## src/rtl/pipe_pkg.sv

```systemverilog
// Shared types for the inter-stage pipeline registers of the 5-stage core:
// slot control encoding and one packed payload struct per stage boundary.
package pipe_pkg;

  typedef enum logic [1:0] {
    SLOT_HOLD,
    SLOT_LOAD,
    SLOT_DROP,
    SLOT_CLEAR
  } slot_op_e;

  typedef struct packed {
    logic [31:0] instro;
    logic [31:0] pcAddrOuto;
    logic [31:0] npco;
  } ifid_t;

  typedef struct packed {
    logic [31:0] rdat1o;
    logic [31:0] rdat2o;
    logic [31:0] immo;
    logic [3:0]  aluopo;
    logic        alusrco;
    logic        dWENo;
    logic        dRENo;
    logic        WENo;
    logic [4:0]  wselo;
    logic [1:0]  reg_wro;
    logic [1:0]  write_sigo;
    logic        halto;
    logic        beqo;
    logic        bneo;
    logic        jsigo;
    logic        jrsigo;
    logic [31:0] pcAddrOuto;
    logic [25:0] jaddro;
  } idex_t;

  typedef struct packed {
    logic [31:0] outputo;
    logic        zeroo;
    logic [31:0] wdato;
    logic        dWENo;
    logic        dRENo;
    logic        WENo;
    logic [4:0]  wselo;
    logic [1:0]  reg_wro;
    logic [1:0]  write_sigo;
    logic        halto;
    logic [31:0] brvalo;
    logic        beqo;
    logic        bneo;
    logic        jsigo;
    logic        jrsigo;
    logic [31:0] pcAddrOuto;
    logic [31:0] laddro;
  } exmem_t;

  typedef struct packed {
    logic [31:0] outputo;
    logic [31:0] dloado;
    logic        WENo;
    logic [4:0]  wselo;
    logic [1:0]  reg_wro;
    logic        halto;
    logic [31:0] pcAddrOuto;
    logic [31:0] laddro;
  } memwb_t;

  localparam int IFID_W  = $bits(ifid_t);
  localparam int IDEX_W  = $bits(idex_t);
  localparam int EXMEM_W = $bits(exmem_t);
  localparam int MEMWB_W = $bits(memwb_t);

endpackage

```

## src/rtl/pipe_slot.sv

```systemverilog
// One payload slot: a WIDTH-bit data register plus its valid bit, driven by
// a single hold/load/drop/clear command from the owning stage.
module pipe_slot
  import pipe_pkg::*;
#(
  parameter int WIDTH      = 64,
  parameter int CLEAR_DATA = 1
) (
  input  logic             clk_i,
  input  logic             rst_i,
  input  slot_op_e         op_i,
  input  logic [WIDTH-1:0] data_i,
  output logic             valid_o,
  output logic [WIDTH-1:0] data_o
);

  logic             valid_q, valid_d;
  logic [WIDTH-1:0] data_q, data_d;

  // A drop only retires the entry; the stale payload stays until overwritten.
  always_comb begin
    valid_d = valid_q;
    data_d  = data_q;
    unique case (op_i)
      SLOT_LOAD: begin
        valid_d = 1'b1;
        data_d  = data_i;
      end
      SLOT_DROP: begin
        valid_d = 1'b0;
      end
      SLOT_CLEAR: begin
        valid_d = 1'b0;
        if (CLEAR_DATA != 0) data_d = '0;
      end
      default: begin
        valid_d = valid_q;
        data_d  = data_q;
      end
    endcase
  end

  always_ff @(posedge clk_i) begin
    if (rst_i) begin
      valid_q <= 1'b0;
      if (CLEAR_DATA != 0) data_q <= '0;
    end else begin
      valid_q <= valid_d;
      data_q  <= data_d;
    end
  end

  assign valid_o = valid_q;
  assign data_o  = data_q;

endmodule

```

## src/rtl/pipe_stage_reg.sv

```systemverilog
// Generic valid/ready pipeline register between two core stages, with an
// optional skid slot that breaks the ready path, flush, freeze and stall counter.
module pipe_stage_reg
  import pipe_pkg::*;
#(
  parameter int WIDTH      = 64,
  parameter int SKID       = 1,
  parameter int CLEAR_DATA = 1,
  parameter int CNT_W      = 16
) (
  input  logic             CLK,
  input  logic             RST,
  input  logic             flush,
  input  logic             en,
  input  logic             in_valid,
  output logic             in_ready,
  input  logic [WIDTH-1:0] in_data,
  output logic             out_valid,
  input  logic             out_ready,
  output logic [WIDTH-1:0] out_data,
  output logic [CNT_W-1:0] stall_cnt
);

  logic             mainValid, skidValid;
  logic [WIDTH-1:0] mainData, skidData, mainLoadData;
  slot_op_e         mainOp, skidOp;
  logic             inFire, outFire;
  logic [CNT_W-1:0] stallCnt_q, stallCnt_d;

  // With a skid slot, in_ready depends on registered state only.
  assign in_ready  = en & ((SKID != 0) ? !skidValid : (!mainValid | out_ready));
  assign out_valid = en & mainValid;
  assign out_data  = mainData;
  assign stall_cnt = stallCnt_q;

  assign inFire  = in_valid & in_ready;
  assign outFire = out_valid & out_ready;

  always_comb begin
    mainOp       = SLOT_HOLD;
    skidOp       = SLOT_HOLD;
    mainLoadData = in_data;
    if (flush) begin
      mainOp = SLOT_CLEAR;
      skidOp = SLOT_CLEAR;
    end else if (en) begin
      if (SKID == 0) begin
        if (inFire)       mainOp = SLOT_LOAD;
        else if (outFire) mainOp = SLOT_DROP;
      end else if (!mainValid) begin
        if (inFire) mainOp = SLOT_LOAD;
      end else if (outFire) begin
        // Skid entry is older than anything upstream, so it moves up first.
        if (skidValid) begin
          mainOp       = SLOT_LOAD;
          mainLoadData = skidData;
          skidOp       = SLOT_DROP;
        end else if (inFire) begin
          mainOp = SLOT_LOAD;
        end else begin
          mainOp = SLOT_DROP;
        end
      end else if (inFire) begin
        skidOp = SLOT_LOAD;
      end
    end
  end

  pipe_slot #(
    .WIDTH      (WIDTH),
    .CLEAR_DATA (CLEAR_DATA)
  ) u_main (
    .clk_i   (CLK),
    .rst_i   (RST),
    .op_i    (mainOp),
    .data_i  (mainLoadData),
    .valid_o (mainValid),
    .data_o  (mainData)
  );

  generate
    if (SKID != 0) begin : g_skid
      pipe_slot #(
        .WIDTH      (WIDTH),
        .CLEAR_DATA (CLEAR_DATA)
      ) u_skid (
        .clk_i   (CLK),
        .rst_i   (RST),
        .op_i    (skidOp),
        .data_i  (in_data),
        .valid_o (skidValid),
        .data_o  (skidData)
      );
    end else begin : g_noskid
      logic unusedSkidOp;
      assign unusedSkidOp = ^skidOp;
      assign skidValid    = 1'b0;
      assign skidData     = '0;
    end
  endgenerate

  // Counts cycles the stage holds a payload the consumer refuses; never wraps.
  always_comb begin
    stallCnt_d = stallCnt_q;
    if (en && mainValid && !out_ready && !flush && (stallCnt_q != {CNT_W{1'b1}}))
      stallCnt_d = stallCnt_q + CNT_W'(1);
  end

  always_ff @(posedge CLK) begin
    if (RST) stallCnt_q <= '0;
    else     stallCnt_q <= stallCnt_d;
  end

endmodule

```

## config.mk

```make
export PLATFORM = sky130hd
export DESIGN_NAME = pipe_stage_reg
export DESIGN_NICKNAME = d
export VERILOG_FILES = /design/src/rtl/pipe_pkg.sv /design/src/rtl/pipe_slot.sv /design/src/rtl/pipe_stage_reg.sv
export SDC_FILE = /design/constraint.sdc
export NUM_CORES = 1
export LEC_CHECK = 0
export ABC_AREA = 1
export ABC_CLOCK_PERIOD_IN_PS = 2200
export CORE_MARGIN = 2
export CORE_UTILIZATION = 35
export CTS_CLUSTER_DIAMETER = 60
export DETAILED_ROUTE_END_ITERATION = 12
export PLACE_DENSITY_LB_ADDON = 0.25
export SETUP_SLACK_MARGIN = 0.2
export SLEW_MARGIN = 20
export SYNTH_ARGS = -nofsm -noshare
export SYNTH_HDL_FRONTEND = slang
export SYNTH_SLANG_ARGS = --single-unit
```

## constraint.sdc

```tcl
create_clock -name CLK -period 2.2 [get_ports CLK]
set_input_delay 0.44 -clock CLK [delete_from_list [all_inputs] [get_ports CLK]]
set_output_delay 0.44 -clock CLK [all_outputs]
set_load 0.01 [all_outputs]
```

Word-level counts from Yosys, hierarchy flattened. Cells that the tools add are included. Widths: inputs -> output; s select.

Bits in registers: 146. Latch bits: 0. RAM bits: 0. Memory bits (read-only): 0. Bits of input ports: 70. Output and inout bits: 82. Logic and storage cells: 51. Memories kept: 0.

$add $sub $neg: 1. Multiply operators: 0. Divide/modulo/power cells: 0. Magnitude comparators: 0. Equality and inequality tests: 7. Shift-type cells: 0. Multiplexer cells: 21. Bitwise operators: 4. Reduce and logical (&&, ||, !) cells: 13.

Operators by type and width (number): $mux 64 (5); $pmux 64 s2 (2); $mux 2 (11); $add 16x1->16 const B (1); $ne 16x16->1 const B (1); $eq 2x2->1 const B (4); $reduce_bool 2->1 (4); $and 1x1->1 (4); $eq 2x1->1 const B (2); $logic_and 1x1->1 (4); $pmux 1 s2 (2); $reduce_or 2->1 (2); $logic_not 1->1 (3); $mux 1 (1).

Logic depth before layout (Yosys ltp). Gate-level depths: netlist of run 1.

Depth in word-level cells: 12. Mapped depth: 10. Mapped depth without buffers: 8.

Hierarchy. A second synthesis of run 1 with hierarchy kept.

Cells, all modules: 1224. Area total of the unflattened synthesis: 7624.8 sq um.

By module, submodules not included: pipe_slot (instances 2, cells each 416, area each 2780.2 sq um, seq. area each 1301.2 sq um); pipe_stage_reg (instances 1, cells each 392, area each 2064.5 sq um, seq. area each 320.3 sq um).

Worst setup path before layout of run 1. OpenSTA, ideal clock, no wires.

Path kind: register -> register. From: reg stallCnt_q[0] (netlist: stall_cnt[0]). To: reg stallCnt_q[0] (netlist: stall_cnt[0]). Setup time: 0.116 ns. Arrival time: 1.622 ns. Required time: 2.084 ns. Slack: 0.463 ns. Stages on the path, launching flop included: 10. Path buffers: 1. Clock period less this slack: 1.737 ns. Cell sequence: dfxtp_1 -> ha_1 -> nand2_1 -> nor2_4 -> nand2_2 -> o21ai_2 -> inv_2 -> buf_6 -> nor2_1 -> nor2_1.

Longest elaborated chain between the ends: 2. Elaborated cells between the ends (all ways): 3. Classes of those cells: add/sub (1); eq/ne (1); reduce/logical (1).

Ends and longest elaborated chain: start: declaration (line pipe_stage_reg.sv:28) `logic [CNT_W-1:0] stallCnt_q, stallCnt_d;`; start signal: assignment (line pipe_stage_reg.sv:111) `else stallCnt_q <= stallCnt_d;`; branches (longest 2 deep; another with $add 16x1->16).

Parallel ways; which one is timed is not known. A chain may end at the register's enable or synchronous reset.

Final worst setup path of run 1.
From: reg stallCnt_q[9] (netlist: stall_cnt[9]). To: out stall_cnt[9].

RTL lines: end: declaration (line pipe_stage_reg.sv:21) `output logic [CNT_W-1:0] stall_cnt`.

No word-level cell between the ends.

==> flow_metrics.env, run 1 <==
export IMPL_critical_path_class="flop to primary output"
export IMPL_skew_ns=0.00918
export IMPL_fmax_mhz=524
export IMPL_place_ws_ns=-0.0161
export IMPL_cts_setup_buffers=0
export IMPL_power_density_nw_per_um2=662
export IMPL_hold_viol_final=0
export IMPL_clockBufferDepth=2
export IMPL_synth_compound_area_share_pct=11.6
export IMPL_startpoint_type="flop"
export IMPL_grt_pass1_wl_mm=29.6
export IMPL_holdWs_ns=0.454
export IMPL_clkSinkCount=146
export IMPL_worst_slack_ns=0.291
export IMPL_dieArea_um2=20000
export IMPL_wirelength_mm=18.6
export IMPL_ys_warn_count=0
export IMPL_cp_num_buf_inv=1
export IMPL_placed_cells_incl_taps=1388
export IMPL_grt_usage_pct=18.7
export IMPL_crit_path_max_fanout=6
export IMPL_antennaDiodeCount=0
export IMPL_fin_util_pct=49.4
export IMPL_vdd_ir_drop_max_mv=0.508
export IMPL_syn_mean_instance_area_um2=6.50
export IMPL_syn_nets=1089
export IMPL_slowest_stage="clkdlybuf4s50_1"
export IMPL_die_h_um=142
export IMPL_dr_first_iter_drc_count=292
export IMPL_critPathTopFamily="buffers and inverters"
export IMPL_hpwl_mm=12.6
export IMPL_drive_gt1_share_pct=7.59
export IMPL_synthToLayoutAreaGrowth_pct=39.0
export IMPL_vias_per_cell=4.57
export IMPL_rows=50
export IMPL_synth_xor_area_share_pct=1.06
export IMPL_cp_required_ns=1.76
export IMPL_max_slew_worst_pin_slew_ns=0.552
export IMPL_finalCritPeriodShare_pct=86.8
export IMPL_synthMuxAreaShare_pct=0
export IMPL_cp_end_kind="primary output"
export IMPL_grt_pass1_vias=5730
export IMPL_numCtsBuffers=17
export IMPL_die_w_um=142
export IMPL_antenna_found_initial=0
export IMPL_syn_area_um2=6620
export IMPL_status="complete, no violations"
export IMPL_slew_violations=0
export IMPL_synth_simple_area_share_pct=32.9
export IMPL_final_common_cell="nand2_1"
export IMPL_wl_per_cell_um=13.1
export IMPL_grt_max_degree=48
export IMPL_worstPathCellList="clkdlybuf4s50_1"
export IMPL_synthDistinctLibCells=25
export IMPL_drc_errors=0
export IMPL_vias=6484
export IMPL_grt_setup_unrepaired="false"
export IMPL_io_pins=152
export IMPL_path_clk_slew_ns=0.06
export IMPL_worst_hold_path_type="flop to flop"
export IMPL_p_leak_nw=3.58
export IMPL_fin_crit_ns=1.91
export IMPL_place_gp_congestion=0.831
export IMPL_core_area_um2=18600
export IMPL_synth_top_family_by_area="simple AND/OR/NAND/NOR gates"
export IMPL_layout_common_cells="332 x nand2_1, 173 x nor2_1, 148 x clkdlybuf4s50_1"
export IMPL_syn_inst=1018
export IMPL_timing_setup_tns_ns=0
export IMPL_ant_nets=0
export IMPL_clk_latency_ns=0.42
export IMPL_maxSlewHeadroom_pct=63.2
export IMPL_layout_cells_non_filler=1420
export IMPL_num_nets_final=1244
export IMPL_final_setup_viol_count=0
export IMPL_max_cap_violations=0
export IMPL_seq_area_frac_synth_pct=44.2
export IMPL_cts_tree="yes"
export IMPL_ctsHtreeMaxLevel=4
export IMPL_cts_repair_resized=2
export IMPL_grt_ovfl_total=0
export IMPL_dr_pass1_iters=5
export IMPL_port_buffers=151
export IMPL_cpPeakStageDelay_ns=0.59
export IMPL_ys_ff_latch=146
export IMPL_cts_root_buf="clkbuf_16"
export IMPL_cts_hold_buffers=0
export IMPL_initial_core_util_pct=35.5
export IMPL_cp_arrival_ns=1.47
export IMPL_synthAdderAreaFrac_pct=0.189
[synth_stat cells]
cell	number	share of area (%)
nand3_1	35	2.6
o21ai_0	39	2.9
nor3_1	1	0.076
buf_1	1	0.057
nand2_1	333	19
dfxtp_1	146	44
clkbuf_1	32	1.8
nand2_2	2	0.19
nor2_4	3	0.51
buf_2	15	1.1
nor3_4	1	0.25
buf_6	6	1.0
buf_4	3	0.34
o21ai_2	1	0.13
ha_1	1	0.19
inv_2	6	0.34
o21ai_1	3	0.23
nor2_1	173	9.8
nand4_1	6	0.57
a21oi_1	106	8.0
a211oi_1	1	0.11
inv_1	95	5.4
xor2_1	6	0.79
xnor2_1	2	0.26
a21oi_2	1	0.13
[cell type report]
type / count / area (um2)
clock buffers: 20 / 447
clock inverters: 12 / 133
fillers: 1893 / 9440
inverters: 101 / 379
multi-input cells: 714 / 3040
flip-flops and latches: 146 / 2920
well taps: 234 / 293
repair buffers: 193 / 1980
[state kept, by name, summed over array words and instances, names as in the netlist]
register and cells:
g_skid.u_skid.data_o 64, u_main.valid_o 1, stall_cnt 16, u_main.data_o 64, g_skid.u_skid.valid_o 1
[report_power, final]
group	switching (mW)	internal (mW)	total, mW	leakage, nW
sequential	0.0171	2.67	2.69	1.18
clock	1.15	1.70	2.85	0.276
combinational	0.281	0.267	0.548	2.12
[path summary, 6_finish.rpt]
check | start | end | slack (ns) | cells past startpoint
worst min-delay path | g_skid.u_skid.data_o[18] | g_skid.u_skid.data_o[18] | 0.45 | 2
worst min register to register | g_skid.u_skid.data_o[18] | g_skid.u_skid.data_o[18] | 0.45 | 2
worst max register to register | stall_cnt[0] | stall_cnt[1] | 0.47 | 9
worst max-delay path | stall_cnt[9] | stall_cnt[9] | 0.29 | 1
[kinds of logic after synthesis]
group                      count (synthesis)
buffers and inverters                    158
DFF                                      146
xor gates and xnor gates                   8
adders and majority gates                  1
and+or+nand+nor                          554
AOI/OAI and AO/OA                        151
[through the flow]
stage	instance area (um2)	power [mW]
3_5_place_dp	8620	3.30
2_1_floorplan	6620	2.99
4_1_cts	9200	6.17
3_3_place_gp	8620	3.30
5_1_grt	9200	6.34
6_report	9200	6.09
[routing by layer]
layer	routed length, um	vias up	GRT usage (%)	part of all wire, %
met4	283	0	5.84	1.5
met3	1060	22	4.93	5.7
li1	-	3440	-	-
met1	8420	2883	23.7	45
met2	8820	139	31.0	47
met5	0	-	0	0
Power figures use the tool's default switching activity.
==> run 2, diff against run 1 <==
--- a/config.mk
+++ b/config.mk
@@ -12,7 +12,7 @@
 export CTS_CLUSTER_DIAMETER = 60
 export DETAILED_ROUTE_END_ITERATION = 12
 export PLACE_DENSITY_LB_ADDON = 0.25
-export SETUP_SLACK_MARGIN = 0.2
+export SETUP_SLACK_MARGIN = 0.5
 export SLEW_MARGIN = 20
 export SYNTH_ARGS = -nofsm -noshare
 export SYNTH_HDL_FRONTEND = slang
==> flow_metrics.env, run 2 (same netlist as run 1, synthesis figures left out) <==
export IMPL_num_nets_final=1239
export IMPL_critical_path_class="flop to primary output"
export IMPL_reg2reg_from="stall_cnt[0]"
export IMPL_grt_ovfl_total=0
export IMPL_clockBufferDepth=2
export IMPL_grt_max_degree=49
export IMPL_final_setup_viol_count=0
export IMPL_rows=50
export IMPL_vias_per_cell=4.62
export IMPL_core_area_um2=18600
export IMPL_drc_errors=0
export IMPL_ctsHtreeMaxLevel=4
export IMPL_max_cap_violations=0
export IMPL_drive_gt1_share_pct=9.32
export IMPL_fmax_mhz=602
export IMPL_r2r_end="stall_cnt[10]"
export IMPL_grt_pass1_wl_mm=29.3
export IMPL_place_gp_congestion=0.793
export IMPL_crit_path_max_fanout=4
export IMPL_clk_latency_ns=0.42
export IMPL_antennaDiodeCount=0
export IMPL_ant_nets=0
export IMPL_worst_hold_path_type="primary input to flop"
export IMPL_cp_end_kind="primary output"
export IMPL_wl_per_cell_um=13.5
export IMPL_area_sequential_um2=2950
export IMPL_placed_area_um2=8560
export IMPL_timing_critical_path_to="out_valid"
export IMPL_die_w_um=142
export IMPL_use_met3_pct=5.30
export IMPL_antenna_found_initial=1
export IMPL_layout_common_cells="329 x nand2_1, 172 x nor2_1, 128 x dfxtp_1"
export IMPL_grt_busiest_layer="met2"
export IMPL_status="complete, no violations"
export IMPL_io_pins=152
export IMPL_finalPower_mw=6.06
export IMPL_timing_setup_tns_ns=0
export IMPL_path_clk_slew_ns=0.06
export IMPL_cts_hold_buffers=0
export IMPL_finalCritPeriodShare_pct=75.5
export IMPL_synthToLayoutAreaGrowth_pct=39.6
export IMPL_hold_viol_final=0
export IMPL_multi_input_comb_area_um2=3090
export IMPL_wirelength_mm=19.0
export IMPL_use_met1_pct=23.5
export IMPL_cp_required_ns=1.76
export IMPL_fin_crit_ns=1.66
export IMPL_fillCellCount=1871
export IMPL_dr_pass1_iters=5
export IMPL_numCtsBuffers=17
export IMPL_hpwl_mm=12.1
export IMPL_cts_root_buf="clkbuf_16"
export IMPL_maxSlewHeadroom_pct=74.7
export IMPL_startpoint_type="flop"
export IMPL_grt_usage_pct=18.4
export IMPL_port_buffers=151
export IMPL_vias=6536
export IMPL_reg2reg_depth=8
export IMPL_use_met2_pct=30.2
export IMPL_slew_violations=0
export IMPL_dr_first_iter_drc_count=475
export IMPL_initial_core_util_pct=35.5
export IMPL_dieArea_um2=20000
export IMPL_power_density_nw_per_um2=657
export IMPL_grt_setup_unrepaired="true"
export IMPL_cts_tree="yes"
export IMPL_die_h_um=142
export IMPL_vdd_ir_drop_max_mv=0.528
export IMPL_cp_arrival_ns=1.22
export IMPL_p_leak_nw=4.03
export IMPL_design_area_um2=9240
export IMPL_cp_startpoint="u_main.valid_o"
export IMPL_final_common_cell="nand2_1"
export IMPL_grt_pass1_vias=5813
export IMPL_skew_ns=0.00536
export IMPL_regToRegSetupSlack_ns=0.63
export IMPL_holdCritStartpoint="RST"
export IMPL_clkSinkCount=146
export IMPL_max_slew_worst_pin_slew_ns=0.379
## run 2: layout make-up
type / instances / share of cell area, %
inverter: 101 / 4.13
clock inverter: 9 / 1.15
tap: 234 / 3.17
timing repair buffer: 188 / 21.1
multi-input combinational: 714 / 33.5
clock buffer: 22 / 5.03
sequential: 146 / 31.9
## run 2: per-stage QoR
step / instances / setup slack (ns) / utilization [%] / hold slack (ns)
after global placement: 1377 / 0.0476 / 45.9 / 0.444
final: 1414 / 0.539 / 49.6 / 0.422
after global routing: 1414 / 0.489 / 49.6 / 0.427
after detailed placement: 1377 / 0.0437 / 45.9 / 0.449
after CTS: 1408 / 0.523 / 48.5 / 0.411
after floorplan: 1018 / 0.517 / - / 0.436
## run 2: worst max-delay path: stages, from the launching register on
cell	delay, ns
dfxtp_2	0.36
nand2_1	0.11
inv_1	0.07
dlygate4sd2_1	0.27
## run 2: routing by layer
layer | routed length [um] | up-vias | part of all wire, %
li1 | - | 3439 | -
met1 | 8590 | 2921 | 45
met4 | 269 | 2 | 1.4
met5 | 13 | - | 0.068
met2 | 9050 | 152 | 48
met3 | 1100 | 22 | 5.8
## run 2: what timing repair did
action / in CTS / in global routing
setup buffers: 0 / 2
setup endpoints to repair: 82 / 42
pin swaps: 0 / 3
resized for setup: 99 / 24
hold endpoints to repair: 0 / 0
gates cloned: 0 / 4
## run 2: report_power, final
part | total, mW | switching, mW | internal, mW
logic | 0.554 | 0.293 | 0.261
clock network | 2.82 | 1.10 | 1.72
registers | 2.69 | 0.0161 | 2.68
## run 2: worst min path at each step
stage	end	slack, ns	depth (start not counted)
after floorplan	g_skid.u_skid.data_o[29]	0.44	2
after global placement	g_skid.u_skid.data_o[13]	0.44	2
after detailed placement	g_skid.u_skid.data_o[22]	0.45	2
after CTS	u_main.data_o[51]	0.41	2
after global routing	u_main.data_o[56]	0.43	2
final	u_main.data_o[51]	0.42	2
==> run 3, diff against run 2 <==
--- a/config.mk
+++ b/config.mk
@@ -6,7 +6,7 @@
 export NUM_CORES = 1
 export LEC_CHECK = 0
 export ABC_AREA = 1
-export ABC_CLOCK_PERIOD_IN_PS = 2200
+export ABC_CLOCK_PERIOD_IN_PS = 1700
 export CORE_MARGIN = 2
 export CORE_UTILIZATION = 35
 export CTS_CLUSTER_DIAMETER = 60
==> constraint.sdc (replaced) <==
create_clock -name CLK -period 1.7 [get_ports CLK]
set_input_delay 0.34 -clock CLK [delete_from_list [all_inputs] [get_ports CLK]]
set_output_delay 0.34 -clock CLK [all_outputs]
set_load 0.01 [all_outputs]
==> flow_metrics.env, run 3 (same netlist as run 1, synthesis figures left out) <==
export IMPL_status="complete, no violations"
export IMPL_numCtsBuffers=17
export IMPL_hpwl_mm=12.5
export IMPL_critical_path_class="flop to flop"
export IMPL_vias_per_cell=4.74
export IMPL_final_setup_viol_count=0
export IMPL_antenna_found_initial=0
export IMPL_grt_max_degree=41
export IMPL_dr_pass1_iters=5
export IMPL_ctsHtreeMaxLevel=4
export IMPL_vias=7120
export IMPL_grt_pass1_wl_mm=32.5
export IMPL_skew_ns=0.00552
export IMPL_crit_path_max_fanout=6
export IMPL_dieArea_um2=20000
export IMPL_multi_input_comb_area_um2=3620
export IMPL_port_buffers=151
export IMPL_clk_latency_ns=0.42
export IMPL_cts_hold_buffers=0
export IMPL_worst_slack_ns=0.193
export IMPL_die_w_um=142
export IMPL_drc_errors=0
export IMPL_wirelength_mm=22.9
export IMPL_fillCellCount=1695
export IMPL_grt_pass1_vias=6181
export IMPL_ant_nets=0
export IMPL_vdd_ir_drop_max_mv=0.765
export IMPL_grt_usage_pct=20.8
export IMPL_path_clk_slew_ns=0.06
export IMPL_cpPeakStageDelay_ns=0.36
export IMPL_area_sequential_um2=3050
export IMPL_clockBufferDepth=2
export IMPL_wl_per_cell_um=15.3
export IMPL_maxSlewHeadroom_pct=70.2
export IMPL_finalCritPeriodShare_pct=88.6
export IMPL_final_common_cell="nand2_1"
export IMPL_cp_end_kind="flop"
export IMPL_initial_core_util_pct=35.5
export IMPL_num_nets_final=1324
export IMPL_rows=50
export IMPL_max_slew_worst_pin_slew_ns=0.448
export IMPL_cts_tree="yes"
export IMPL_core_area_um2=18600
export IMPL_finalPower_mw=8.32
export IMPL_fmax_mhz=664
export IMPL_layout_common_cells="279 x nand2_1, 151 x nor2_1, 109 x buf_6"
export IMPL_hold_viol_final=0
export IMPL_p_leak_nw=4.79
export IMPL_slowest_stage="dfxtp_4"
export IMPL_synthToLayoutAreaGrowth_pct=68.8
export IMPL_grt_setup_unrepaired="true"
export IMPL_place_gp_congestion=0.879
export IMPL_cp_arrival_ns=1.81
export IMPL_grt_ovfl_total=0
export IMPL_cp_required_ns=2.01
export IMPL_io_pins=152
export IMPL_place_ws_ns=-0.403
export IMPL_slew_violations=0
export IMPL_cts_root_buf="clkbuf_16"
export IMPL_max_cap_violations=0
export IMPL_holdWs_ns=0.349
export IMPL_startpoint_type="flop"
export IMPL_power_density_nw_per_um2=744
export IMPL_fin_util_pct=59.9
export IMPL_drive_gt1_share_pct=35.9
export IMPL_worstPathCellList="nor3_4 -> nand2_2 -> buf_6 -> nand3_4 -> buf_6 -> clkbuf_16 -> nor2_2 -> nor2_1 -> nor2_1"
export IMPL_worst_hold_path_type="primary input to flop"
export IMPL_die_h_um=142
export IMPL_dr_first_iter_drc_count=373
export IMPL_fin_crit_ns=1.51
export IMPL_clkSinkCount=146
==> run 3: cell types whose count changed in the layout (fill, tap and decap cells not counted), sizes merged, moves of 2 or more <==
cell	previous run	this run
clkinvlp	0	5
dlymetal6s2s	2	0
clkbuf	26	29
buf	34	195
dlygate4sd2	83	2
==> run 3: critical path: cells and delay by family, from the launching register on <==
family | cells | cell delay [ns]
buf+inv | 3 | 0.43
flops | 1 | 0.36
simple gates | 6 | 0.58
==> run 3: final timing paths <==
kind,startpoint,to,slack [ns],cells after the start
setup / recovery,g_skid.u_skid.valid_o,u_main.data_o[24],0.19,9
hold / removal,RST,u_main.data_o[13],0.35,2
setup reg to reg,g_skid.u_skid.valid_o,u_main.data_o[24],0.19,9
hold reg to reg,g_skid.u_skid.data_o[3],g_skid.u_skid.data_o[3],0.46,2
==> run 3: what timing repair did <==
item	CTS	global route
gates resized for setup	528	181
cloned	10	10
setup buffers	36	12
setup endpoints to repair	228	228
pin swaps	17	61
endpoints found under the hold margin	0	0
==> run 3: layer usage <==
layer	part of all wire, %	track usage, %	routed length [um]
met3	5.1	4.69	1180
met5	0	0	0
met2	49	35.2	11300
met1	43	26.6	9950
met4	2.2	6.26	494
==> run 3: metrics by stage <==
| stage | instances | area, um2 | setup TNS (ns) |
|---|---|---|---|
| after floorplan | 1018 | 6850 | 0 |
| after CTS | 1478 | 10300 | 0 |
| after detailed placement | 1400 | 8770 | -45.07 |
| final | 1501 | 11200 | 0 |
| after global routing | 1500 | 11200 | 0 |
| after global placement | 1400 | 8770 | -40.95 |
==> run 3: cell type report <==
| cell class | count | area share (%) |
|---|---|---|
| diodes | 1 | 0.0224 |
| multi-input cells | 714 | 32.4 |
| flip-flops and latches | 146 | 27.3 |
| clock inverters | 12 | 1.16 |
| clock buffers | 20 | 4.28 |
| repair inverters | 2 | 0.224 |
| inverters | 101 | 3.64 |
| well taps | 234 | 2.62 |
| repair buffers | 271 | 28.4 |
==> run 3: report_power, final <==
| group | switching (mW) | total, mW | internal (mW) | leakage [nW] |
|---|---|---|---|---|
| Clock | 1.53 | 3.85 | 2.32 | 0.285 |
| Combinational | 0.493 | 0.985 | 0.492 | 3.28 |
| Sequential | 0.0312 | 3.48 | 3.45 | 1.22 |
